**src/rtl/rv_wb_stage_pkg.sv**
```systemverilog
// rtl/rv_wb_stage_pkg.sv - writeback stage constants and state type
//   SRC_*  writeback source indices into the flat candidate bus
//   LD_*   load funct3 encodings
//   t_wb_state  load-wait FSM state
package rv_wb_stage_pkg;

  localparam int SRC_ALU  = 0;
  localparam int SRC_DMEM = 1;
  localparam int SRC_CSR  = 2;
  localparam int SRC_PC4  = 3;

  localparam logic [2:0] LD_LB  = 3'b000;
  localparam logic [2:0] LD_LH  = 3'b001;
  localparam logic [2:0] LD_LW  = 3'b010;
  localparam logic [2:0] LD_LBU = 3'b100;
  localparam logic [2:0] LD_LHU = 3'b101;

  typedef enum logic {
    IDLE = 1'b0,
    WAIT = 1'b1
  } t_wb_state;

endpackage

```
**src/rtl/rv_wb_load_fmt.sv**
```systemverilog
// rtl/rv_wb_load_fmt.sv - load data alignment, extension and misalign detect
//   word  in   raw dmem word
//   fmt   in   load funct3
//   off   in   byte address [1:0]
//   data  out  aligned, extended load result
//   mis   out  access misaligned for its size
module rv_wb_load_fmt
  import rv_wb_stage_pkg::*;
#(
  parameter int XLEN = 32
) (
  input  logic [XLEN-1:0] word,
  input  logic [2:0]      fmt,
  input  logic [1:0]      off,
  output logic [XLEN-1:0] data,
  output logic            mis
);

  logic [XLEN-1:0] shifted;

  always_comb begin
    shifted = word >> {off, 3'b000};
    data    = shifted;
    mis     = 1'b0;
    case (fmt)
      LD_LB:  data = {{(XLEN-8){shifted[7]}}, shifted[7:0]};
      LD_LBU: data = {{(XLEN-8){1'b0}}, shifted[7:0]};
      LD_LH: begin
        data = {{(XLEN-16){shifted[15]}}, shifted[15:0]};
        mis  = off[0];
      end
      LD_LHU: begin
        data = {{(XLEN-16){1'b0}}, shifted[15:0]};
        mis  = off[0];
      end
      // LW and any unknown funct3 behave as a full-word load
      default: mis = (off != 2'b00);
    endcase
  end

endmodule

```
**src/rtl/rv_wb_stage.sv**
```systemverilog
// rtl/rv_wb_stage.sv - writeback stage Q104H -> Q105H with dmem wait and timeout
//   clk, rst               clock, synchronous active-high reset
//   valid/sel_wb/src_data  Q104H instruction and candidate writeback buses
//   ld_fmt/ld_off          load funct3 and byte offset
//   rd/rf_we_req           destination register and write request
//   dmem_rsp_valid/data    variable-latency dmem read response
//   stall_Q104H            combinational hold of Q104H and upstream
//   rf_we/waddr/wdata      registered RF write port
//   ld_misalign/ld_fault/rsp_spurious  registered 1-cycle event pulses
module rv_wb_stage
  import rv_wb_stage_pkg::*;
#(
  parameter int XLEN    = 32,
  parameter int NUM_SRC = 4,
  parameter int REG_AW  = 5,
  parameter int TIMEOUT = 16
) (
  input  logic                              clk,
  input  logic                              rst,
  input  logic                              valid_Q104H,
  input  logic [$clog2(NUM_SRC)-1:0]        sel_wb_Q104H,
  input  logic [NUM_SRC*XLEN-1:0]           src_data_Q104H,
  input  logic [2:0]                        ld_fmt_Q104H,
  input  logic [1:0]                        ld_off_Q104H,
  input  logic [REG_AW-1:0]                 rd_Q104H,
  input  logic                              rf_we_req_Q104H,
  input  logic                              dmem_rsp_valid,
  input  logic [XLEN-1:0]                   dmem_rsp_data,
  output logic                              stall_Q104H,
  output logic                              rf_we_Q105H,
  output logic [REG_AW-1:0]                 rf_waddr_Q105H,
  output logic [XLEN-1:0]                   rf_wdata_Q105H,
  output logic                              ld_misalign_Q105H,
  output logic                              ld_fault_Q105H,
  output logic                              rsp_spurious_Q105H
);

  localparam int SEL_W = $clog2(NUM_SRC);
  localparam int CW    = $clog2(TIMEOUT);

  t_wb_state       state;
  logic [CW-1:0]   cnt;

  logic [XLEN-1:0] mux_data;
  logic [XLEN-1:0] ld_data;
  logic            ld_mis;
  logic            is_load;
  logic            load_ok;
  logic            accept;
  logic            timeout_now;
  logic [XLEN-1:0] wb_data;

  rv_wb_load_fmt #(.XLEN(XLEN)) u_load_fmt (
    .word (dmem_rsp_data),
    .fmt  (ld_fmt_Q104H),
    .off  (ld_off_Q104H),
    .data (ld_data),
    .mis  (ld_mis)
  );

  // Out-of-range select indices fall through to zero
  always_comb begin
    mux_data = '0;
    for (int i = 0; i < NUM_SRC; i++) begin
      if (sel_wb_Q104H == SEL_W'(i)) mux_data = src_data_Q104H[i*XLEN +: XLEN];
    end
  end

  assign is_load = (sel_wb_Q104H == SEL_W'(SRC_DMEM));
  // A well-formed load is the only thing that waits for or consumes a response
  assign load_ok     = valid_Q104H & is_load & ~ld_mis;
  assign timeout_now = load_ok & ~dmem_rsp_valid & (state == WAIT) & (cnt == CW'(TIMEOUT-1));
  assign accept      = (valid_Q104H & ~is_load) | (load_ok & dmem_rsp_valid);
  assign stall_Q104H = load_ok & ~dmem_rsp_valid & ~timeout_now;
  assign wb_data     = is_load ? ld_data : mux_data;

  // cnt holds the 1-based index of the current WAIT cycle
  always_ff @(posedge clk) begin
    if (rst) begin
      state <= IDLE;
      cnt   <= '0;
    end else if (stall_Q104H) begin
      state <= WAIT;
      cnt   <= (state == IDLE) ? CW'(1) : cnt + CW'(1);
    end else begin
      state <= IDLE;
      cnt   <= '0;
    end
  end

  always_ff @(posedge clk) begin
    if (rst) begin
      rf_we_Q105H        <= 1'b0;
      rf_waddr_Q105H     <= '0;
      rf_wdata_Q105H     <= '0;
      ld_misalign_Q105H  <= 1'b0;
      ld_fault_Q105H     <= 1'b0;
      rsp_spurious_Q105H <= 1'b0;
    end else begin
      rf_we_Q105H        <= accept & rf_we_req_Q104H & (rd_Q104H != '0);
      ld_misalign_Q105H  <= valid_Q104H & is_load & ld_mis;
      ld_fault_Q105H     <= timeout_now;
      rsp_spurious_Q105H <= dmem_rsp_valid & ~load_ok;
      if (accept) begin
        rf_waddr_Q105H <= rd_Q104H;
        rf_wdata_Q105H <= wb_data;
      end
    end
  end

endmodule
```
**config.mk**
```make
export PLATFORM = sky130hd
export DESIGN_NAME = rv_wb_stage
export DESIGN_NICKNAME = d
export VERILOG_FILES = /design/src/rtl/rv_wb_stage_pkg.sv /design/src/rtl/rv_wb_load_fmt.sv /design/src/rtl/rv_wb_stage.sv
export SDC_FILE = /design/constraint.sdc
export NUM_CORES = 1
export LEC_CHECK = 0
export BUFFER_PORTS_ARGS = -buffer_cell sky130_fd_sc_hd__clkbuf_2
export CORE_ASPECT_RATIO = 2
export CORE_MARGIN = 3
export CORE_UTILIZATION = 45
export DETAILED_ROUTE_END_ITERATION = 10
export GPL_TIMING_DRIVEN = 1
export PLACE_DENSITY = 0.83
export SLEW_MARGIN = 20
export SYNTH_ARGS = -nofsm -noshare
export SYNTH_HDL_FRONTEND = slang
export SYNTH_HIERARCHICAL = 1
export SYNTH_SLANG_ARGS = --single-unit
```
**constraint.sdc**
```tcl
create_clock -name clk -period 4.5 [get_ports clk]
set_input_delay 0.45 -clock clk [delete_from_list [all_inputs] [get_ports clk]]
set_output_delay 0.45 -clock clk [all_outputs]
set_load 0.05 [all_outputs]
```
* Word-level counts from Yosys, hierarchy flattened
Index checks and enable logic that the tools add are counted.
** Storage, ports and cells
- Input port bits :: 177
- Output and inout bits :: 42
- Bits in registers :: 46
** Cells by class
- Reductions and logical operators :: 8
- Bitwise gates (word level) :: 20
- Shift operators :: 1
- Mux-type cells :: 8
- Equal/unequal tests :: 7
- Add/sub/neg operators :: 1
** Operators with widths (number)
- 32-bit 2-to-1 mux :: 4
- 32-bit case mux with 4 select lines :: 1
- 32-bit by 5-bit >> shifter with 32-bit output :: 1
- 1-bit bitwise AND :: 12
- 1-bit inverter :: 7
- 3-bit == test, second input constant :: 2
- 2-bit OR reduction :: 3
- 5-bit nonzero test :: 1
- 4-bit by 1-bit adder with 4-bit output, second input constant :: 1
- 2-bit == test, second input constant :: 2
- 4-bit == test, second input constant :: 1
- 3-bit by 1-bit == test with 1-bit output, second input constant :: 1
- 3-bit zero test :: 1
- 3-bit OR reduction :: 1
- 2-bit by 1-bit == test with 1-bit output, second input constant :: 1
- 2-bit zero test :: 1
- 1-bit 2-to-1 mux :: 2
- 1-bit case mux with 2 select lines :: 1
- 2-bit nonzero test :: 1
- 1-bit OR :: 1

* Longest topological paths before layout
Gate-level depths: netlist of the first run.
- Word-level depth :: 12
- Depth in mapped cells :: 9

* By module
Netlist of the first run, hierarchy kept.
** Modules (own cells, without submodules)
- rv_wb_stage :: instances 1, cells an instance 168, seq. area each 920.9 µm², area each 2346.0 µm²
- rv_wb_load_fmt :: instances 1, cells an instance 110, seq. area each 0.0 µm², area each 704.4 µm²

* Worst setup path after synthesis of the first run
Ideal clock, no wire load.
- Kind :: in2out
- Start :: in ld_off_Q104H[1]
- End :: out stall_Q104H
- Setup slack :: 1664 ps
- Cell stages on the path :: 6
- Arrival time :: 2386 ps
- Cells stage by stage :: buf_2 -> clkbuf_1 -> nor2_1 -> nor2_1 -> nand4bb_1 -> nor3b_1
** Between the ends
- Longest elaborated chain between the ends :: 9
** RTL lines
- start, declared :: RTL line rv_wb_stage.sv:24 : input logic [1:0] ld_off_Q104H,
- 2-bit nonzero test * :: RTL line rv_wb_load_fmt.sv:37 : default: mis = (off != 2'b00);
- 1-bit case mux with 2 select lines * :: RTL line rv_wb_load_fmt.sv:25 : case (fmt)
- named net ld_mis :: RTL line rv_wb_stage.sv:46 : logic ld_mis;
- 1-bit inverter * :: RTL line rv_wb_stage.sv:71 : assign load_ok = valid_Q104H & is_load & ~ld_mis;
- 1-bit bitwise AND * :: RTL line rv_wb_stage.sv:71
- 1-bit bitwise AND * :: RTL line rv_wb_stage.sv:72, rv_wb_stage.sv:74
- 1-bit bitwise AND (2 in series) :: RTL line rv_wb_stage.sv:72 : assign timeout_now = load_ok & ~dmem_rsp_valid & (state == WAIT) & (cnt == CW'(TIMEOUT-1));
- 1-bit inverter :: RTL line rv_wb_stage.sv:74 : assign stall_Q104H = load_ok & ~dmem_rsp_valid & ~timeout_now;
- 1-bit bitwise AND * :: RTL line rv_wb_stage.sv:74
- end, declared :: RTL line rv_wb_stage.sv:29 : output logic stall_Q104H,
The timed path passes the listed nets; every way through them passes the cells marked *.

* Worst setup path after layout of the first run
- Start :: in ld_off_Q104H[0]
- End :: reg rf_wdata_Q105H[22]
** Between the ends
- Elaborated cells between the ends (all ways) :: 9
- Classes of those cells :: shift: 1; mux: 3; bitwise: 4; reduce/logical: 1
** RTL lines
- 32-bit by 5-bit >> shifter with 32-bit output :: RTL line rv_wb_load_fmt.sv:22 : shifted = word >> {off, 3'b000};
- 32-bit case mux with 4 select lines :: RTL line rv_wb_load_fmt.sv:25
- named net ld_data[22] :: RTL line rv_wb_stage.sv:45 : logic [XLEN-1:0] ld_data;
- 32-bit 2-to-1 mux :: RTL line rv_wb_stage.sv:75 : assign wb_data = is_load ? ld_data : mux_data;
- end signal, assigned :: RTL line rv_wb_stage.sv:106 : rf_wdata_Q105H <= wb_data;
- end, declared :: RTL line rv_wb_stage.sv:32 : output logic [XLEN-1:0] rf_wdata_Q105H,
The timed path passes the listed nets, and every way through them passes these cells.
A chain may end at the register's enable or synchronous reset.

==> reports/results.ini, run 1 <==
[outcome]
status=complete, no violations

[power]
power.total_mw=1.25
leakagePower_nw=1.93
ir_worst_vdd_mv=0.152
power_density_nw_per_um2=304

[critical_path]
regToRegSetupSlack_ns=3.28
start_kind=input pin
worstPathMaxFanout=36
critPathKind=input pin to flip-flop
crit_arrival_ns=3.16
worst_setup_path_end_kind=flip-flop
cp_data_required_time_ns=4.68
rr_endpoint=cnt[0]$_SDFF_PP0_
reg2regPathDepth=4
reg2reg_from=cnt[0]$_SDFF_PP0_

[timing]
tightest_slew_ns=0.884
relSlewSlack_pct=41.1
max_freq_mhz=336
finalHoldViolations=0
clock_skew_ns=0.00388
post-route-period-util_pct=66.2
finalSetupTns_ns=0
rsz0062_at_grt=false
drv_slew=0
period_minus_slack_ns=2.98
finalSetupViolCount=0

[synth]
synthesis.area_um2=3050
yosys.area.top_type_share_pct=30.2
syn_inst=278
syn_nets=456
ys_async_sr_fraction_pct=0
synthTopCellsByArea=dfxtp_1 30%, mux4_2 24%, a32o_1 11%
syn-mean-instance-area_um2=11.0
synth_top_flop_cell=dfxtp_1
ys_types=41
synth_edf_count=0
yosysWarningCount=6
ys_ff_latch=46
synth_largest_area_cell=dfxtp_1
synth_seq_area_share_pct=30.2

[grt]
grt_pass1_wl_mm=15.4
grt_pass1_vias=3156
grt.overflow.total=0
track_usage_pct=25.9
grt_max_degree=37
antenna_found_initial=0

[finish]
drive_gt1_share_pct=54.0
seq_area_um2=921
fin_nets=623
multi_input_area_um2=1950
area.growth.synth_to_final_pct=34.7
antenna_cells=0
mostFrequentLayoutCells=186 x clkbuf_2, 46 x dfxtp_1, 32 x mux4_2, 32 x a32o_1, 27 x nor2_1
layout_commonest_cell=clkbuf_2
fillers=595

[route]
drt_iter0_drc=139
wl_mm=10.3
drtPass1Iterations=5
drc_errors=0
drtAntennaViolNets=0
viasPerCell=5.91
wire_per_inst_um=19.3
dr_total_vias=3145

[clocking]
cts_resized=0
cts_tree=yes
clockBufferDepth=2
clkLatencyLatePin_ns=0.29
cts_hold_repair.buffers=0
cts_buffers=5
post_cts_buffers=0
clock_sinks=46
path_clk_slew_ns=0.06
h-tree-depth=2
root_buffer=clkbuf_16

[floorplanning]
pin_count=219
die_h_um=122
rows=41
die_area_um2=7860
die_w_um=64.2
start_util_pct=47.2
coreArea_um2=6460

[placed_design]
port_buffers=186
hpwlAfterDp_mm=8.73
gp_congestion=0.943

[worst_hold_path]
hold_depth=2
hold_path_end=rf_we_Q105H$_SDFF_PP0_
hold_start=rf_we_req_Q104H
hold_class=input pin to flip-flop

[flow_run]
cap_violations=0

[kinds of logic (layout without fill, tap and decap cells)]
logic type	Yosys count	after routing	synth area share [%]
flops	46	46	30.2
simple gates	70	70	11.5
compound gates	72	72	19.8
xor+xnor	1	1	0.287
fa+ha+maj	1	1	0.410
buf+inv	31	199	5.99
mux	57	57	31.8
[flip-flops by register name, summed over array words and instances, names as in the netlist]
name and cells:
rf_waddr_Q105H 5, ld_misalign_Q105H 1, cnt 4, rf_wdata_Q105H 32
ld_fault_Q105H 1, rf_we_Q105H 1, state 1, rsp_spurious_Q105H 1
[where the power goes]
| group | internal (mW) | switching [mW] |
|---|---|---|
| logic | 0.161 | 0.224 |
| clock network | 0.262 | 0.154 |
| registers | 0.434 | 0.0141 |
[routing by layer]
| metal | routed length, um | vias up | GRT usage, % |
|---|---|---|---|
| met1 | 3620 | 1487 | 28.9 |
| li1 | - | 1446 | - |
| met4 | 581 | 0 | 15.8 |
| met3 | 705 | 30 | 3.57 |
| met2 | 5370 | 182 | 45.8 |
| met5 | 0 | - | 0 |
[stage by stage]
stage / hold WS [ns] / utilization [%] / cells / setup slack [ns] / area, um2
6_report: 0.386 / 63.6 / 532 / 1.52 / 4110
5_1_grt: 0.381 / 63.6 / 532 / 1.36 / 4110
4_1_cts: 0.384 / 63.6 / 532 / 1.54 / 4110
3_5_place_dp: 0.454 / 60.9 / 524 / 1.26 / 3940
3_3_place_gp: 0.449 / 60.9 / 524 / 1.34 / 3940
2_1_floorplan: 0.440 / - / 278 / 1.66 / 3050
[Yosys cell counts (all sizes together), types with 2 or more instances]
master,instances
a32o,32
clkbuf,12
nor2b,10
nand2,19
o21ai,9
nand2b,3
dfxtp,46
mux2i,25
a21boi,2
inv,2
buf,17
a21oi,11
mux4,32
nor2,27
a211oi,14
[worst max-delay path, cell delays in order]
cell and delay [ns]:
clkbuf_2 0.66, mux2i_1 0.37, mux2i_1 0.15, o211ai_2 0.52, o21ai_0 0.22, mux4_2 0.50
a32o_1 0.27
[final cells by class]
type	instances	area share, %
sequential	46	22.4
timing repair buffer	189	23.2
tap	86	2.62
clock inverter	3	1.10
inverter	2	0.183
multi-input combinational	201	47.4
clock buffer	5	3.05
[worst max path at each step]
stage,startpoint,endpoint,slack [ns],cells past startpoint
floorplan,ld_off_Q104H[1],stall_Q104H,1.66,6
global placement,ld_off_Q104H[0],rf_wdata_Q105H[22]$_SDFFE_PP0P_,1.34,7
detailed placement,ld_off_Q104H[0],rf_wdata_Q105H[22]$_SDFFE_PP0P_,1.26,7
CTS,ld_off_Q104H[0],rf_wdata_Q105H[22]$_SDFFE_PP0P_,1.54,7
global route,ld_off_Q104H[0],rf_wdata_Q105H[22]$_SDFFE_PP0P_,1.36,7
finish,ld_off_Q104H[0],rf_wdata_Q105H[22]$_SDFFE_PP0P_,1.52,7
Power figures use the tool's default switching activity.
==> run 2: changes to the inputs <==
--- a/config.mk
+++ b/config.mk
@@ -5,13 +5,14 @@
 export SDC_FILE = /design/constraint.sdc
 export NUM_CORES = 1
 export LEC_CHECK = 0
+export ABC_AREA = 1
 export BUFFER_PORTS_ARGS = -buffer_cell sky130_fd_sc_hd__clkbuf_2
 export CORE_ASPECT_RATIO = 2
 export CORE_MARGIN = 3
-export CORE_UTILIZATION = 45
+export CORE_UTILIZATION = 40
 export DETAILED_ROUTE_END_ITERATION = 10
 export GPL_TIMING_DRIVEN = 1
-export PLACE_DENSITY = 0.83
+export PLACE_DENSITY = 0.74
 export SLEW_MARGIN = 20
 export SYNTH_ARGS = -nofsm -noshare
 export SYNTH_HDL_FRONTEND = slang
==> constraint.sdc (replaced) <==
create_clock -name clk -period 2.7 [get_ports clk]
set_input_delay 0.27 -clock clk [delete_from_list [all_inputs] [get_ports clk]]
set_output_delay 0.27 -clock clk [all_outputs]
set_load 0.05 [all_outputs]
==> run 2 against run 1 <==
  * Core utilization decreased by 10 points
  * Die area increased by 29%
  * Total power increased by 68%
  * Non-clock buffer count increased by 9
  * Clock skew decreased by 0.0021 ns
  * Worst hold slack got worse by 0.21 ns
  * Synthesized area increased by 16%
  * Combinational power increased by 89%
  * Largest power group unchanged
==> reports/results.ini, run 2 <==
[floorplanning]
pin_count=219  ; unchanged
die_h_um=139  ; +14%
die_area_um2=10100  ; +29%
start_util_pct=41.1  ; -6.1 points
coreArea_um2=8650  ; +34%
die_w_um=72.6  ; +13%
rows=48  ; +17%

[critical_path]
crit_arrival_ns=1.79  ; -1.37 ns
critPathKind=input pin to output pin
reg2regPathDepth=4  ; unchanged
startpoint=ld_off_Q104H[0]
rr_endpoint=cnt[1]$_SDFF_PP0_
worstPathMaxFanout=40  ; +11%
start_kind=input pin
worst_setup_path_end_kind=output pin
regToRegSetupSlack_ns=1.62  ; -1.66 ns
cp_data_required_time_ns=2.43  ; -2.25 ns
reg2reg_from=cnt[0]$_SDFF_PP0_

[finish]
area.growth.synth_to_final_pct=30.1
fillers=961  ; +62%
multi_input_area_um2=2210  ; +13%
mostFrequentLayoutCells=254 x nand2_1, 186 x clkbuf_2, 93 x nor2_1
largest_register=rf_wdata_Q105H
largest_reg_flops=32  ; unchanged
top_regs=rf_wdata_Q105H x32, rf_waddr_Q105H x5, cnt x4
antenna_cells=0  ; unchanged
layout_commonest_cell=nand2_1
drive_gt1_share_pct=27.9  ; -26 points
fin_nets=987  ; +58%
seq_area_um2=921  ; unchanged

[synth]
syn-mean-instance-area_um2=5.51  ; -50%
ys_async_sr_fraction_pct=0  ; unchanged
yosys.area.top_type_share_pct=26.8  ; -3.4 points
syn_nets=823  ; +80%
ys_ff_latch=46  ; unchanged
synth_edf_count=0  ; unchanged
syn_inst=645  ; +130%
synth_seq_area_share_pct=25.9  ; -4.3 points
ys_types=30  ; -27%
synth_largest_area_cell=nand2_1
synth_top_flop_cell=dfxtp_1
synthTopCellsByArea=nand2_1 27%, dfxtp_1 26%, nand3_1 12%
yosysWarningCount=6  ; unchanged
synth_common_cells=254 x nand2_1, 95 x nor2_1, 86 x nand3_1
yosysMostFrequentCell=nand2_1
synthesis.area_um2=3550  ; +16%

[worst_hold_path]
hold_class=input pin to flip-flop
hold_start=rst
hold_path_end=rsp_spurious_Q105H$_SDFF_PP0_
hold_depth=2  ; unchanged

[power]
power_density_nw_per_um2=454  ; +50%
ir_worst_vdd_mv=0.253  ; +66%
power.total_mw=2.10  ; +68%
leakagePower_nw=2.66  ; +38%

[timing]
finalSetupTns_ns=0  ; unchanged
period_minus_slack_ns=2.06
drv_slew=0  ; unchanged
post-route-period-util_pct=76.4
tightest_slew_ns=0.645  ; -0.239 ns
relSlewSlack_pct=56.9  ; +16 points
clock_skew_ns=0.00180  ; -0.00208 ns
finalHoldViolations=0  ; unchanged
rsz0062_at_grt=false
finalSetupViolCount=0  ; unchanged
max_freq_mhz=485

[grt]
grt_pass1_wl_mm=18.9  ; +23%
antenna_found_initial=0  ; unchanged
track_usage_pct=23.0  ; -2.9 points
grt.overflow.total=0  ; unchanged
grt_max_degree=41  ; +11%
grt_pass1_vias=4171  ; +32%

[clocking]
path_clk_slew_ns=0.07  ; about the same
cts_hold_repair.buffers=0  ; unchanged
root_buffer=clkbuf_16
clkLatencyLatePin_ns=0.29  ; about the same
cts_buffers=5  ; unchanged
clockBufferDepth=2  ; unchanged
clock_sinks=46  ; unchanged
h-tree-depth=2  ; unchanged
cts_tree=yes
cts_resized=0  ; unchanged
post_cts_buffers=0  ; unchanged

[route]
drtPass1Iterations=4  ; -1
viasPerCell=4.88  ; -17%
wire_per_inst_um=12.9  ; -33%
wl_mm=11.7  ; +14%
dr_total_vias=4442  ; +41%
drt_iter0_drc=227  ; +63%
drtAntennaViolNets=0  ; unchanged
drc_errors=0  ; unchanged

[placed_design]
hpwlAfterDp_mm=9.59  ; +9.9%
port_buffers=186  ; unchanged
gp_congestion=0.924  ; -2.0%

[outcome]
status=complete, no violations

[flow_run]
cap_violations=0  ; unchanged

==> run 2: changes by cell type after synthesis, sizes merged, moves of 17 or more <==
| cell | previous run | this run |
|---|---|---|
| mux2i | 25 | 0 |
| inv | 2 | 52 |
| o21ai | 9 | 26 |
| mux4 | 32 | 0 |
| nor2 | 27 | 97 |
| nand3 | 0 | 96 |
| a32o | 32 | 0 |
| nand2 | 19 | 255 |
==> run 2: logic make-up after synthesis <==
family          after synthesis  share of synthesized area, %
simple gates                454                          54.0
fa+ha+maj                     1                         0.352
buf+inv                      93                          12.1
flops                        46                          25.9
compound gates               49                          7.18
xor+xnor                      2                         0.493
==> run 2: power breakdown <==
| group | internal [mW] | switching (mW) | total [mW] |
|---|---|---|---|
| clock | 0.346 | 0.274 | 0.620 |
| sequential | 0.728 | 0.0240 | 0.752 |
| combinational | 0.237 | 0.490 | 0.728 |
==> run 2: cell type report <==
cell class	count	share of cell area, %
Sequential cell	46	19.9
Clock inverter	3	0.514
Multi-Input combinational cell	506	47.8
Clock buffer	5	2.71
Timing Repair Buffer	198	22.1
Inverter	52	4.28
Tap cell	100	2.71
==> run 2: worst max-delay path by stage <==
stage	to	depth (start not counted)	slack, ns
after floorplan	stall_Q104H	8	0.81
after global placement	stall_Q104H	7	0.66
after detailed placement	stall_Q104H	7	0.65
after CTS	stall_Q104H	7	0.64
after global routing	stall_Q104H	7	0.42
final	stall_Q104H	7	0.64
==> run 2: metrics by stage <==
stage / area, um2 / util (%) / hold slack [ns] / worst slack (ns) / cells
after floorplan: 3550 / - / 0.342 / 0.808 / 645
after global placement: 4470 / 51.7 / 0.465 / 0.663 / 902
after detailed placement: 4470 / 51.7 / 0.477 / 0.649 / 902
after CTS: 4620 / 53.4 / 0.167 / 0.636 / 910
after global routing: 4620 / 53.4 / 0.181 / 0.416 / 910
final: 4620 / 53.4 / 0.176 / 0.638 / 910
==> run 2: per-layer routing <==
metal / track usage [%] / vias up / share of wire (%)
met5: 0 / - / 0
met4: 8.27 / 0 / 2.9
met3: 2.68 / 23 / 5.2
met2: 42.3 / 147 / 54
met1: 26.3 / 1932 / 38
li1: - / 2340 / -
==> run 2: worst max-delay path: stages <==
cell and delay [ns]:
clkbuf_2 0.11, inv_4 0.28, o22ai_1 0.27, nor3_1 0.36, nand2_1 0.14, inv_1 0.08, clkbuf_2 0.27
==> run 3: changes to the inputs <==
==> constraint.sdc (replaced) <==
create_clock -name clk -period 1.8 [get_ports clk]
set_input_delay 0.18 -clock clk [delete_from_list [all_inputs] [get_ports clk]]
set_output_delay 0.18 -clock clk [all_outputs]
set_load 0.05 [all_outputs]
==> run 3 against run 2 <==
  * Critical path depth is the same
  * Combinational power rose by 52%
  * Clock skew fell by 0.0012 ns
  * Non-clock buffer count is 8 higher
  * Total power increased by 51%
  * Setup slack worse by 0.47 ns
  * Final cell count rose by 0.88%
  * Count of clock-buffer cells in the layout stayed put
  * Highest routed layer unchanged
  * Global-route usage is essentially flat
  * Clock power is 51% higher
  * Critical endpoint unchanged
  * Register-to-register slack worse by 0.98 ns
==> reports/results.ini, run 3 (synthesis results as in run 2) <==
[critical_path]
critPathKind=input pin to output pin
worst_setup_path_end_kind=output pin
cp_data_required_time_ns=1.62  ; -0.81 ns
start_kind=input pin
crit_arrival_ns=1.46  ; -0.33 ns
path_cells=clkbuf_2, inv_4, o22ai_1, nor3_2, nand2_1, inv_1, clkbuf_2
worstPathMaxFanout=10  ; -75%
startpoint=ld_off_Q104H[0]
crit_path_frequent_cell=clkbuf_2
critPathTopFamily=buffers and inverters
path_buf_inv=4  ; unchanged
slowest_stage=nor3_2
max_stage_delay_ns=0.31  ; -0.05 ns
reg2reg_from=cnt[0]$_SDFF_PP0_

[grt]
grt.overflow.total=0  ; unchanged
antenna_found_initial=0  ; unchanged
track_usage_pct=23.0  ; -0.038 points
grt_pass1_wl_mm=18.8  ; -0.33%
grt_pass1_vias=4215  ; +1.1%
grt_max_degree=34  ; -17%

[power]
leakagePower_nw=2.71  ; +1.8%
p_seq_share_pct=35.5  ; -0.3 points
p_int_mw=1.98  ; +51%
combPwrFrac_pct=35.0  ; +0.3 points
p_clk_share_pct=29.4  ; about the same
p_switching_mw=1.19  ; +51%
power_density_nw_per_um2=674  ; +48%
ir_worst_vdd_mv=0.531  ; +110%
sw_frac_of_total_pct=37.5  ; -0.061 points

[finish]
drive_gt1_share_pct=28.7  ; +0.83 points
fin_nets=995  ; +0.81%
layout_commonest_cell=nand2_1
largest_reg_flops=32  ; unchanged
antenna_cells=0  ; unchanged
area.growth.synth_to_final_pct=32.6
mostFrequentLayoutCells=254 x nand2_1, 186 x clkbuf_2, 93 x nor2_1
largest_register=rf_wdata_Q105H
top_regs=rf_wdata_Q105H x32, rf_waddr_Q105H x5, cnt x4

[timing]
finalSetupViolCount=0  ; unchanged
rsz0062_at_grt=false
period_minus_slack_ns=1.64
clock_skew_ns=0.000644  ; -0.00116 ns
max_freq_mhz=611
post-route-period-util_pct=91.0
tightest_slew_ns=0.580  ; -0.0650 ns
finalSetupTns_ns=0  ; unchanged
relSlewSlack_pct=61.3  ; +4.3 points
finalHoldViolations=0  ; unchanged
drv_slew=0  ; unchanged
setup_ws_ns=0.163  ; -0.475 ns

[clocking]
cts_tree=yes
clock_sinks=46  ; unchanged
path_clk_slew_ns=0.07  ; about the same
clockBufferDepth=2  ; unchanged
root_buffer=clkbuf_16
clkLatencyLatePin_ns=0.29  ; about the same
cts_buffers=5  ; unchanged
h-tree-depth=2  ; unchanged
cts_hold_repair.buffers=0  ; unchanged
post_cts_buffers=0  ; unchanged
cts_resized=1  ; +1

[route]
drtAntennaViolNets=0  ; unchanged
wire_per_inst_um=12.9  ; -0.40%
drt_iter0_drc=210  ; -7.5%
drc_errors=0  ; unchanged
wl_mm=11.8  ; +0.48%
dr_total_vias=4480  ; +0.86%
drtPass1Iterations=7  ; +3
viasPerCell=4.88  ; about the same

[floorplanning]
coreArea_um2=8650  ; unchanged
die_w_um=72.6  ; unchanged
pin_count=219  ; unchanged
die_h_um=139  ; unchanged
die_area_um2=10100  ; unchanged
start_util_pct=41.1  ; unchanged
rows=48  ; unchanged

[outcome]
status=complete, no violations

[placed_design]
dp_worst_setup_slack_ns=0.00750  ; -0.642 ns
port_buffers=186  ; unchanged
gp_congestion=0.945  ; +2.3%
hpwlAfterDp_mm=9.70  ; +1.2%

[worst_hold_path]
hold_class=input pin to flip-flop
hold_start=rst

[flow_run]
cap_violations=0  ; unchanged

## run 3: cell count changes in the layout (fill, tap and decap cells not counted)
cell    previous run  this run
nor3_2             0         1
buf_12             0         2
buf_4             12        18
nor3_1             3         2
## run 3: path summary, 6_finish.rpt
path,to,slack (ns),cells past startpoint
setup / recovery,stall_Q104H,0.16,7
hold / removal,rsp_spurious_Q105H$_SDFF_PP0_,0.1,2
setup reg to reg,cnt[0]$_SDFF_PP0_,0.64,5
hold reg to reg,rf_waddr_Q105H[0]$_SDFFE_PP0P_,0.49,2
## run 3: per-layer routing
layer	routed length [um]	global-route usage, %
met5	0	0
met4	370	9.14
met3	621	2.24
met2	6360	42.9
met1	4450	25.4
## run 3: per-stage QoR
step / utilization, % / hold WS (ns) / total power [mW] / std cells / cell area (um2)
after floorplan: - / 0.252 / 1.89 / 645 / 3550
after global placement: 52.7 / 0.400 / 2.25 / 910 / 4560
after detailed placement: 52.7 / 0.410 / 2.27 / 910 / 4560
after CTS: 54.5 / 0.0997 / 3.21 / 918 / 4710
after global routing: 54.5 / 0.105 / 3.36 / 918 / 4710
final: 54.5 / 0.0991 / 3.17 / 918 / 4710
## run 3: area by class of cell
type / count / area [um2]
well taps: 100 / 125
inverters: 52 / 198
clock inverters: 3 / 23.8
clock buffers: 5 / 125
multi-input cells: 506 / 2210
flip-flops and latches: 46 / 921
repair buffers: 206 / 1110
fillers: 937 / 3940
## run 3: power by group through the flow
stage                     combinational, mW  clock, mW  sequential, mW
after detailed placement               1.11          0            1.15
after global placement                 1.10          0            1.15
final                                  1.11      0.934            1.13
after CTS                              1.12      0.963            1.13
after global routing                   1.23      0.992            1.14
after floorplan                       0.489          0            1.40
